--- src/rtl/updown_counter_pkg.sv ---
// Shared constants and parameter legality check for the counter family.
// Mode/direction encodings are used by the top level's bound and step logic.
`ifndef COUNTER_PKG_SV
`define COUNTER_PKG_SV

// True when MAX/INIT/PRESCALE are legal for a counter of width W.
`define CNT_PARAMS_LEGAL(W, M, I, P) \
    (((M) >= 1) && ((M) <= ((2 ** (W)) - 1)) && ((I) >= 0) && ((I) <= (M)) && \
     ((P) >= 1) && ((P) <= 65535))

package counter_pkg;

    localparam int CNT_WRAP = 0;
    localparam int CNT_SAT  = 1;

    localparam logic CNT_DOWN = 1'b0;
    localparam logic CNT_UP   = 1'b1;

endpackage

`endif

--- src/rtl/updown_counter_if.sv ---
// Control and status bundle of updown_counter; the counter is the slave side.
interface updown_counter_if #(
    parameter int WIDTH = 4
);
    logic             io_en;
    logic             io_up;
    logic             io_clear;
    logic             io_load;
    logic [WIDTH-1:0] io_load_value;
    logic             io_ovf_clr;
    logic [WIDTH-1:0] io_out;
    logic             io_tc;
    logic             io_ovf;

    modport master (
        output io_en, io_up, io_clear, io_load, io_load_value, io_ovf_clr,
        input  io_out, io_tc, io_ovf
    );

    modport slave (
        input  io_en, io_up, io_clear, io_load, io_load_value, io_ovf_clr,
        output io_out, io_tc, io_ovf
    );
endinterface

--- src/rtl/updown_counter_prescaler.sv ---
// Enable prescaler: emits one tick for every PRESCALE enabled cycles.
// restart returns the phase to zero, so the next tick is a full period away.
module counter_prescaler #(
    parameter int PRESCALE = 1
) (
    input  logic clk,
    input  logic reset,
    input  logic en,
    input  logic restart,
    output logic tick
);

    generate
        if (PRESCALE == 1) begin : g_bypass
            logic unused_inputs;
            assign unused_inputs = ^{clk, reset, restart};
            assign tick = en;
        end else begin : g_count
            localparam logic [15:0] LAST = 16'(PRESCALE - 1);
            logic [15:0] phase_reg;

            assign tick = en && (phase_reg == LAST);

            always_ff @(posedge clk or negedge reset) begin
                if (!reset) begin
                    phase_reg <= '0;
                end else if (restart) begin
                    phase_reg <= '0;
                end else if (en) begin
                    phase_reg <= tick ? 16'd0 : phase_reg + 16'd1;
                end
            end
        end
    endgenerate

endmodule

--- src/rtl/updown_counter.sv ---
// Parametrised up/down counter with wrap/saturate bounds, prescaled enable,
// terminal-count pulse and sticky overflow flag.
module updown_counter
    import counter_pkg::*;
#(
    parameter int WIDTH    = 4,
    parameter int MAX      = (2 ** WIDTH) - 1,
    parameter int INIT     = 0,
    parameter int PRESCALE = 1,
    parameter int SATURATE = CNT_WRAP
) (
    input logic             clk,
    input logic             reset,
    updown_counter_if.slave bus
);

    generate
        if (!(`CNT_PARAMS_LEGAL(WIDTH, MAX, INIT, PRESCALE))) begin : g_bad_params
            $error("updown_counter: illegal MAX/INIT/PRESCALE for WIDTH");
        end
    endgenerate

    localparam logic [WIDTH:0]   MAX_X  = (WIDTH + 1)'(MAX);
    localparam logic [WIDTH-1:0] MAX_V  = WIDTH'(MAX);
    localparam logic [WIDTH-1:0] INIT_V = WIDTH'(INIT);
    localparam logic             SAT    = (SATURATE == CNT_SAT);

    logic [WIDTH-1:0] out_reg, out_next;
    logic             tc_reg, tc_next;
    logic             ovf_reg, ovf_next;
    logic             step;
    logic             restart;
    logic [WIDTH:0]   ext, inc, dec;
    logic             hit;

    assign restart = bus.io_clear || bus.io_load;

    counter_prescaler #(
        .PRESCALE (PRESCALE)
    ) u_prescaler (
        .clk     (clk),
        .reset   (reset),
        .en      (bus.io_en),
        .restart (restart),
        .tick    (step)
    );

    // Extra bit: inc beyond MAX covers both ==MAX and out-of-range values,
    // and the borrow of dec flags the lower bound.
    assign ext = {1'b0, out_reg};
    assign inc = ext + 1'b1;
    assign dec = ext - 1'b1;
    assign hit = (bus.io_up == CNT_UP) ? (inc > MAX_X) : dec[WIDTH];

    always_comb begin
        out_next = out_reg;
        tc_next  = 1'b0;
        ovf_next = ovf_reg;
        if (bus.io_ovf_clr) begin
            ovf_next = 1'b0;
        end
        if (bus.io_clear) begin
            out_next = '0;
        end else if (bus.io_load) begin
            out_next = ({1'b0, bus.io_load_value} > MAX_X) ? MAX_V : bus.io_load_value;
        end else if (step) begin
            if (bus.io_up == CNT_UP) begin
                out_next = hit ? (SAT ? MAX_V : '0) : inc[WIDTH-1:0];
            end else begin
                out_next = hit ? (SAT ? '0 : MAX_V) : dec[WIDTH-1:0];
            end
            tc_next = hit;
            if (hit) begin
                ovf_next = 1'b1;
            end
        end
    end

    always_ff @(posedge clk or negedge reset) begin
        if (!reset) begin
            out_reg <= INIT_V;
            tc_reg  <= 1'b0;
            ovf_reg <= 1'b0;
        end else begin
            out_reg <= out_next;
            tc_reg  <= tc_next;
            ovf_reg <= ovf_next;
        end
    end

    assign bus.io_out = out_reg;
    assign bus.io_tc  = tc_reg;
    assign bus.io_ovf = ovf_reg;

endmodule

--- src/flat_wrapper.sv ---
// flat-port wrapper written by rule: the top's interface ports become plain ports
module updown_counter_flat import counter_pkg::*;
#(
    parameter int WIDTH    = 4,
    parameter int MAX      = (2 ** WIDTH) - 1,
    parameter int INIT     = 0,
    parameter int PRESCALE = 1,
    parameter int SATURATE = CNT_WRAP
)
  (clk, reset, bus_io_en, bus_io_up, bus_io_clear, bus_io_load, bus_io_load_value, bus_io_ovf_clr, bus_io_out, bus_io_tc, bus_io_ovf);
  updown_counter_if #(.WIDTH(WIDTH)) bus_i ();
  input logic clk;
  input logic reset;
  input wire logic [$bits(bus_i.io_en)-1:0] bus_io_en;
  input wire logic [$bits(bus_i.io_up)-1:0] bus_io_up;
  input wire logic [$bits(bus_i.io_clear)-1:0] bus_io_clear;
  input wire logic [$bits(bus_i.io_load)-1:0] bus_io_load;
  input wire logic [$bits(bus_i.io_load_value)-1:0] bus_io_load_value;
  input wire logic [$bits(bus_i.io_ovf_clr)-1:0] bus_io_ovf_clr;
  output wire logic [$bits(bus_i.io_out)-1:0] bus_io_out;
  output wire logic [$bits(bus_i.io_tc)-1:0] bus_io_tc;
  output wire logic [$bits(bus_i.io_ovf)-1:0] bus_io_ovf;
  assign bus_i.io_en = bus_io_en;
  assign bus_i.io_up = bus_io_up;
  assign bus_i.io_clear = bus_io_clear;
  assign bus_i.io_load = bus_io_load;
  assign bus_i.io_load_value = bus_io_load_value;
  assign bus_i.io_ovf_clr = bus_io_ovf_clr;
  assign bus_io_out = bus_i.io_out;
  assign bus_io_tc = bus_i.io_tc;
  assign bus_io_ovf = bus_i.io_ovf;
  updown_counter #(.WIDTH(WIDTH), .MAX(MAX), .INIT(INIT), .PRESCALE(PRESCALE), .SATURATE(SATURATE)) u_core (.clk(clk), .reset(reset), .bus(bus_i));
endmodule
--- config.mk ---
export PLATFORM = sky130hd
export DESIGN_NAME = updown_counter_flat
export DESIGN_NICKNAME = d
export VERILOG_FILES = /design/src/rtl/updown_counter_pkg.sv /design/src/rtl/updown_counter_if.sv /design/src/rtl/updown_counter_prescaler.sv /design/src/rtl/updown_counter.sv /design/src/flat_wrapper.sv
export SDC_FILE = /design/constraint.sdc
export NUM_CORES = 1
export LEC_CHECK = 0
export ABC_CLOCK_PERIOD_IN_PS = 1500
export BUFFER_PORTS_ARGS = -buffer_cell sky130_fd_sc_hd__buf_2
export CAP_MARGIN = 30
export CORE_AREA = 5 5 42 44
export CTS_BUF_LIST = sky130_fd_sc_hd__clkbuf_16
export DETAILED_ROUTE_END_ITERATION = 10
export DIE_AREA = 0 0 47 49
export HOLD_SLACK_MARGIN = 0.08
export MAX_ROUTING_LAYER = met4
export PLACE_DENSITY = 0.66
export SLEW_MARGIN = 20
export SYNTH_ARGS = -nofsm -noshare
export SYNTH_HDL_FRONTEND = slang
export SYNTH_SLANG_ARGS = --single-unit
--- constraint.sdc ---
create_clock -name clk -period 1.5 [get_ports clk]
set_input_delay 0 -clock clk [delete_from_list [all_inputs] [get_ports clk]]
set_output_delay 0 -clock clk [all_outputs]
set_load 0.005 [all_outputs]
---- Word-level counts from Yosys, hierarchy flattened ----
Cells that the tools add are included.
cells by class
  $add $sub $neg .......................... 2
  $lt $le $gt $ge ......................... 1
  mux-type cells .......................... 15
  reductions and logical operators ........ 1
operators by type and width
  cell                                                count
  2-to-1 mux 4 bit                                    6
  2-to-1 mux 1 bit                                    9
  adder 4 x 1 -> 5 bit, second input constant         1
  > comparator 5 x 4 -> 1 bit, second input constant  1
  subtractor 4 x 1 -> 5 bit, second input constant    1
  nonzero test 3 bit                                  1
storage, ports and cells
  bits in registers ....................... 6
  input bits .............................. 11
  output and inout bits ................... 6
  word-level logic and storage cells ...... 22

---- Longest topological paths before layout ----
Gate-level depths: netlist (run 1).
  word-level depth ........................ 8
  mapped depth ............................ 6
  gate-level depth less buffers ........... 6

---- Hierarchy ----
Synthesis (run 1) repeated with hierarchy kept, for this count alone.
second synthesis, totals
  cell total of the unflattened synthesis .. 65
  area total of the unflattened synthesis .. 583.1 um^2
by module, submodules not included
  module             instances  cells each  area an instance (um^2)  sequential area each (um^2)
  updown_counter     1          64          575.6                    150.1
  counter_prescaler  1          1           7.5                      0.0

---- Worst setup path after synthesis (run 1) ----
No wires, ideal clock.
  kind .................................... flip-flop to flip-flop
  from .................................... register u_core.out_reg[0], in the netlist u_core.bus.io_out[0]
  to ...................................... register u_core.out_reg[3], in the netlist u_core.bus.io_out[3]
  setup time .............................. 92 ps
  arrival ................................. 1473 ps
  required time ........................... 1408 ps
  path slack .............................. -65 ps
  stages on the path, launching flop included .. 7
  path buffers ............................ 0
  clock period less this slack ............ 1565 ps
  cells stage by stage .................... dfrtp_1 inv_1 ha_1 nor3b_2 o21ai_2 nand3_2 o31ai_2
between the ends
  longest elaborated chain between the ends .. 8
  elaborated cells on any way between the ends .. 10
  those cells by class .................... add/sub: 2; order compare: 1; mux: 7
ends and longest elaborated chain
  element                                     line                                        source
  start: declaration                          updown_counter.sv:28                        logic [WIDTH-1:0] out_reg, out_next;
  start signal: assignment                    updown_counter.sv:85                        out_reg <= out_next;
  adder 4 x 1 -> 5 bit                        updown_counter.sv:51                        assign inc = ext + 1'b1;
  > comparator 5 x 4 -> 1 bit                 updown_counter.sv:53                        assign hit = (bus.io_up == CNT_UP) ? (inc > MAX_X) : dec[WIDTH];
  2-to-1 mux 1 bit                            updown_counter.sv:53
  2-to-1 mux 4 bit, on equally long branches  updown_counter.sv:70, updown_counter.sv:68
  2-to-1 mux 4 bit *                          updown_counter.sv:67                        if (bus.io_up == CNT_UP) begin
  2-to-1 mux 4 bit *                          updown_counter.sv:66                        end else if (step) begin
  2-to-1 mux 4 bit *                          updown_counter.sv:64                        end else if (bus.io_load) begin
  2-to-1 mux 4 bit *                          updown_counter.sv:62                        if (bus.io_clear) begin
Mark *: on every way between the ends. The rest lies on a longest branch, timed or not. The select of a mux whose other input is x is not followed.
A chain may end at the register's enable or synchronous reset.

---- Final worst setup path (run 1) ----
  from .................................... register u_core.out_reg[1], in the netlist u_core.bus.io_out[1]
  to ...................................... register u_core.out_reg[3], in the netlist u_core.bus.io_out[3]
Same word-level chain as after synthesis.

==> impl_metrics.env, run 1 <==
export IMPL_synth_common_cells="dfrtp_1, a21oi_1, inv_1, ha_1, nand2_1"
export IMPL_worst_slew_margin_rel_pct=76.0
export IMPL_tritoncts="done"
export IMPL_synth_avg_cell_area_um2=9.16
export IMPL_grtUsageTotal_pct=14.5
export IMPL_synth_top_cell_by_area="dfrtp_1"
export IMPL_clk_latency_ns=0.23
export IMPL_root_buffer="clkbuf_16"
export IMPL_drt_iter0_drc=10
export IMPL_setup_viol_count_final=0
export IMPL_fin_tns_setup_ns=0
export IMPL_h_tree_depth=1
export IMPL_whs_ns=0.115
export IMPL_slowest_stage="dfrtp_1"
export IMPL_fmax_ghz=0.681
export IMPL_grt_max_degree=12
export IMPL_synthesis_area_um2=513
export IMPL_finalWirelength_mm=1.43
export IMPL_ant_nets=0
export IMPL_critical_path_startpoint_type="flop"
export IMPL_cts_made_buffers=3
export IMPL_clockBufferDepth=2
export IMPL_wl_per_cell_um=14.4
export IMPL_place_gp_congestion=0.851
export IMPL_synth_top_flop_cell="dfrtp_1"
export IMPL_p_per_area_nw_per_um2=1050
export IMPL_design_area_um2=783
export IMPL_drive_above_1_share_pct=43.4
export IMPL_yosys_warnings=0
export IMPL_fp_row_count=14
export IMPL_crit_required_ns=1.64
export IMPL_core_area_um2=1400
export IMPL_viasPerCell=5.54
export IMPL_area_growth_synth_to_final_pct=52.7
export IMPL_rsz0062_at_grt="true"
export IMPL_cp_cell_sequence="inv_2, ha_4, nor3b_4, o21ai_2, nand3_2, o31ai_2"
export IMPL_ys_ff_latch=6
export IMPL_drc_errors=0
export IMPL_ios=17
export IMPL_cp_arrival_ns=1.61
export IMPL_clock_sinks=6
export IMPL_cts_clk_slew_worst_paths_ns=0.04
export IMPL_grt_pass1_vias=522
export IMPL_start_util_pct=36.6
export IMPL_yosysMostFrequentCell="dfrtp_1"
export IMPL_yosys_top_cells_area="dfrtp_1, ha_1, a21oi_1, xnor2_1, inv_1"
export IMPL_dieArea_um2=2300
export IMPL_place_area_um2=621
export IMPL_cp_max_fo=4
export IMPL_ys_types=35
export IMPL_fillers=136
export IMPL_overflow=0
export IMPL_die_y_um=49
export IMPL_vias=548
export IMPL_ir_drop_mv=0.713
export IMPL_synthCells=56
export IMPL_hold_class="in -> reg"
export IMPL_final_util_pct=55.9
export IMPL_dieWidth_um=47
export IMPL_critPathKind="reg -> reg"
export IMPL_yosysSeqAreaShare_pct=29.3
export IMPL_buffer_ports_inserted=16
export IMPL_hold_violations=0
export IMPL_cpPeakStageDelay_ns=0.41
export IMPL_antenna_cells=0
export IMPL_firstDrtPassIters=4
export IMPL_stdcell_count=99
export IMPL_place_ws_ns=-0.0300
export IMPL_tightestPinTransition_ns=0.359
export IMPL_synth_top_cell_area_share_pct=29.3
export IMPL_placed_cells=87
export IMPL_final_nets=98
export IMPL_multi_input_area_um2=340
export IMPL_power_leakage_nw=0.391
export IMPL_setup_ws_ns=0.0310
export IMPL_grt_pass1_wl_mm=2.35
export IMPL_total_power_mw=0.823
export IMPL_status="complete, no violations"
export IMPL_dpl_hpwl_um=992
export IMPL_seq_area_um2=151
export IMPL_end_kind="flop"
export IMPL_antenna_found_initial=0
export IMPL_maxSlewViolCount=0
export IMPL_skew_ns=0.00558
export IMPL_timing_final_crit_share_pct=97.9
export IMPL_synth_edf_count=0
export IMPL_ys_async_sr_fraction_pct=100
export IMPL_drv_cap=0
export IMPL_period_minus_slack_ns=1.47
export IMPL_syn_nets=70
-- flip-flops by register name, summed over array words and instances (netlist names) --
signal,flops
u_core.bus.io_ovf,1
u_core.bus.io_tc,1
u_core.bus.io_out,4
-- repair_timing --
action	CTS	global route
resized for setup	1	2
hold buffers	5	0
pin swaps	1	0
hold endpoints to repair	11	0
buffers inserted	2	1
setup endpoints to repair	2	4
-- final cells by class --
type | count | share of cell area [%]
clock buffer | 3 | 9.58
clock inverter | 1 | 0.479
inverter | 4 | 2.24
multi-input combinational | 42 | 43.5
sequential | 6 | 19.3
tap | 16 | 2.56
timing repair buffer | 27 | 22.4
-- metal layers --
metal  track usage (%)  up-vias  part of all wire (%)
met1              17.9      267                    42
met2              21.3       20                    51
met5                 -        -                     0
met4              5.53        0                  0.77
li1                  -      259                     -
met3              4.80        2                   6.1
-- where the power goes --
group	internal (mW)	leakage, nW	switching [mW]	total [mW]
Sequential	0.174	0.0788	0.0216	0.195
Combinational	0.0996	0.270	0.0851	0.185
Clock	0.346	0.0423	0.0967	0.443
-- final timing paths --
path                                       from                   end  slack [ns]  cells past startpoint
max in group asynchronous                 reset  u_core.bus.io_out[0]        1.21                      2
max reg2reg                u_core.bus.io_out[1]  u_core.bus.io_out[3]        0.03                      6
max                        u_core.bus.io_out[1]  u_core.bus.io_out[3]        0.03                      6
min in group asynchronous                 reset  u_core.bus.io_out[3]        0.13                      2
min reg2reg                   u_core.bus.io_ovf     u_core.bus.io_ovf        0.48                      1
min                                   bus_io_en  u_core.bus.io_out[3]        0.11                      3
-- critical path: cells and delay by family (launching register included) --
family	cells	cell delay (ns)
compound gates	2	0.38
fa+ha+maj	1	0.25
buf+inv	1	0.07
flops	1	0.41
simple gates	2	0.27
-- cell usage in the layout (no fill, tap or decap), types with 2 or more instances in the layout --
cell	netlist	layout
buf_2	2	16
buf_4	1	6
dlygate4sd3_1	0	5
dfrtp_1	6	5
a21oi_1	4	4
inv_1	4	3
nand2_1	3	3
clkbuf_16	0	3
o21ai_0	2	2
xnor2_1	2	2
nor2b_1	2	2
nor3_1	2	2
o22ai_1	2	2
-- logic make-up (layout without fill, tap and decap cells) --
| group | after synthesis | count (layout) | synth area share [%] |
|---|---|---|---|
| adders and majority gates | 3 | 3 | 7.32 |
| AOI/OAI and AO/OA | 18 | 18 | 26.3 |
| buffers and inverters | 8 | 35 | 8.54 |
| DFF | 6 | 6 | 29.3 |
| xor gates and xnor gates | 2 | 2 | 3.42 |
| and+or+nand+nor | 18 | 18 | 23.2 |
| muxes | 1 | 1 | 1.95 |
No activity file was read; power rests on OpenSTA's default activity.
==> inputs of run 2 (changes only) <==
PLACE_DENSITY = 0.71   (was 0.66)
SETUP_SLACK_MARGIN = 0.2   (was not set)
==> run 2 against run 1 <==
Against the previous run: total power increased by 0.31%; setup slack about the same; sequential power barely moved; clock-buffer cell count stayed put; wire length up 2.0%; largest cell class unchanged; first-iteration DRC count grew 100%; highest routed layer unchanged.
==> impl_metrics.env, run 2 (same netlist as run 1, synthesis figures left out) <==
export IMPL_status="complete, no violations"
export IMPL_cts_clk_slew_worst_paths_ns=0.04
export IMPL_start_util_pct=36.6
export IMPL_core_area_um2=1400
export IMPL_cp_max_fo=4
export IMPL_cp_arrival_ns=1.61
export IMPL_clockBufferDepth=2
export IMPL_die_y_um=49
export IMPL_fillers=141
export IMPL_maxSlewViolCount=0
export IMPL_critPathKind="reg -> reg"
export IMPL_total_power_mw=0.826
export IMPL_antenna_found_initial=0
export IMPL_final_cell_mix="buf_2, dlygate4sd3_1, dfrtp_1"
export IMPL_dieArea_um2=2300
export IMPL_place_gp_congestion=0.901
export IMPL_ios=17
export IMPL_skew_ns=0.00700
export IMPL_tightestPinTransition_ns=0.361
export IMPL_finalWirelength_mm=1.46
export IMPL_min_from="bus_io_load_value[2]"
export IMPL_hold_violations=0
export IMPL_crit_start="u_core.bus.io_out[1]"
export IMPL_wl_per_cell_um=15.2
export IMPL_final_nets=95
export IMPL_final_common_cell="buf_2"
export IMPL_rsz0062_at_grt="true"
export IMPL_timing_final_crit_share_pct=97.9
export IMPL_clock_sinks=6
export IMPL_hold_class="in -> reg"
export IMPL_setup_viol_count_final=0
export IMPL_overflow=0
export IMPL_rrSetupSlack_ns=0.03
export IMPL_seq_area_um2=151
export IMPL_crit_required_ns=1.64
export IMPL_firstDrtPassIters=4
export IMPL_cts_made_buffers=3
export IMPL_grt_max_degree=12
export IMPL_power_leakage_nw=0.378
export IMPL_multi_input_area_um2=345
export IMPL_placed_cells=86
export IMPL_rr_startpoint="u_core.bus.io_out[1]"
export IMPL_stdcell_count=96
export IMPL_drv_cap=0
export IMPL_ant_nets=0
export IMPL_largest_reg_flops=4
export IMPL_area_growth_synth_to_final_pct=48.8
export IMPL_ir_drop_mv=0.541
export IMPL_period_minus_slack_ns=1.47
export IMPL_antenna_cells=0
export IMPL_p_per_area_nw_per_um2=1080
export IMPL_final_util_pct=54.5
export IMPL_dpl_hpwl_mm=1.02
export IMPL_worst_slew_margin_rel_pct=75.9
export IMPL_fin_tns_setup_ns=0
export IMPL_dieWidth_um=47
export IMPL_tritoncts="done"
export IMPL_grt_pass1_vias=559
export IMPL_root_buffer="clkbuf_16"
export IMPL_critical_path_startpoint_type="flop"
export IMPL_fp_row_count=14
export IMPL_grt_pass1_wl_mm=2.48
export IMPL_drive_above_1_share_pct=42.5
export IMPL_drt_iter0_drc=20
export IMPL_drc_errors=0
export IMPL_clk_latency_ns=0.24
export IMPL_vias=527
export IMPL_fmax_ghz=0.681
export IMPL_end_kind="flop"
export IMPL_viasPerCell=5.49
export IMPL_h_tree_depth=1
export IMPL_buffer_ports_inserted=16
export IMPL_grtUsageTotal_pct=15.3
==> run 2: repair_timing <==
item,4_1_cts,5_1_grt
pin swaps,1,2
buffers inserted,1,0
endpoints found under the hold margin,11,0
setup endpoints to repair,6,6
hold buffers,5,0
gates resized for setup,0,2
==> run 2: area by class of cell <==
| cell class | instances | share of cell area, % |
|---|---|---|
| Timing Repair Buffer | 24 | 20.0 |
| Clock inverter | 1 | 0.492 |
| Multi-Input combinational cell | 42 | 45.2 |
| Clock buffer | 3 | 9.84 |
| Inverter | 4 | 1.97 |
| Tap cell | 16 | 2.62 |
| Sequential cell | 6 | 19.8 |
==> run 2: where the power goes <==
| part | switching (mW) | internal, mW | leakage, nW |
|---|---|---|---|
| logic | 0.0862 | 0.0920 | 0.257 |
| clock network | 0.107 | 0.347 | 0.0423 |
| registers | 0.0196 | 0.174 | 0.0788 |
==> run 2: path summary, 6_finish.rpt <==
kind	to	depth (start not counted)
max	u_core.bus.io_out[3]	6
min in group asynchronous	u_core.bus.io_out[3]	2
min reg2reg	u_core.bus.io_ovf	1
max in group asynchronous	u_core.bus.io_out[0]	2
max reg2reg	u_core.bus.io_out[3]	6
min	u_core.bus.io_out[2]	3
==> run 2: per-stage QoR <==
| step | setup WS [ns] | hold slack (ns) | cell area, µm² |
|---|---|---|---|
| 6_report | 0.0311 | 0.0877 | 763 |
| 5_1_grt | -0.0362 | 0.101 | 763 |
| 4_1_cts | 0.0452 | 0.0920 | 756 |
| 3_5_place_dp | 0.0499 | -0.160 | 619 |
| 3_3_place_gp | 0.0789 | -0.169 | 619 |
| 2_1_floorplan | 0.101 | -0.296 | 533 |
==> run 2: worst max-delay path, cell delays in order, from the launching register on <==
cell,delay [ns]
dfrtp_1,0.41
inv_2,0.10
ha_4,0.21
nor3b_4,0.16
o21ai_2,0.18
nand3_2,0.11
o31ai_2,0.20
==> run 2: routing by layer <==
layer,vias to the layer above,global-route usage [%],routed length (µm)
met5,-,-,0
met4,0,9.68,38
met3,5,3.32,105
met2,31,21.5,691
met1,235,19.1,622
li1,256,-,-
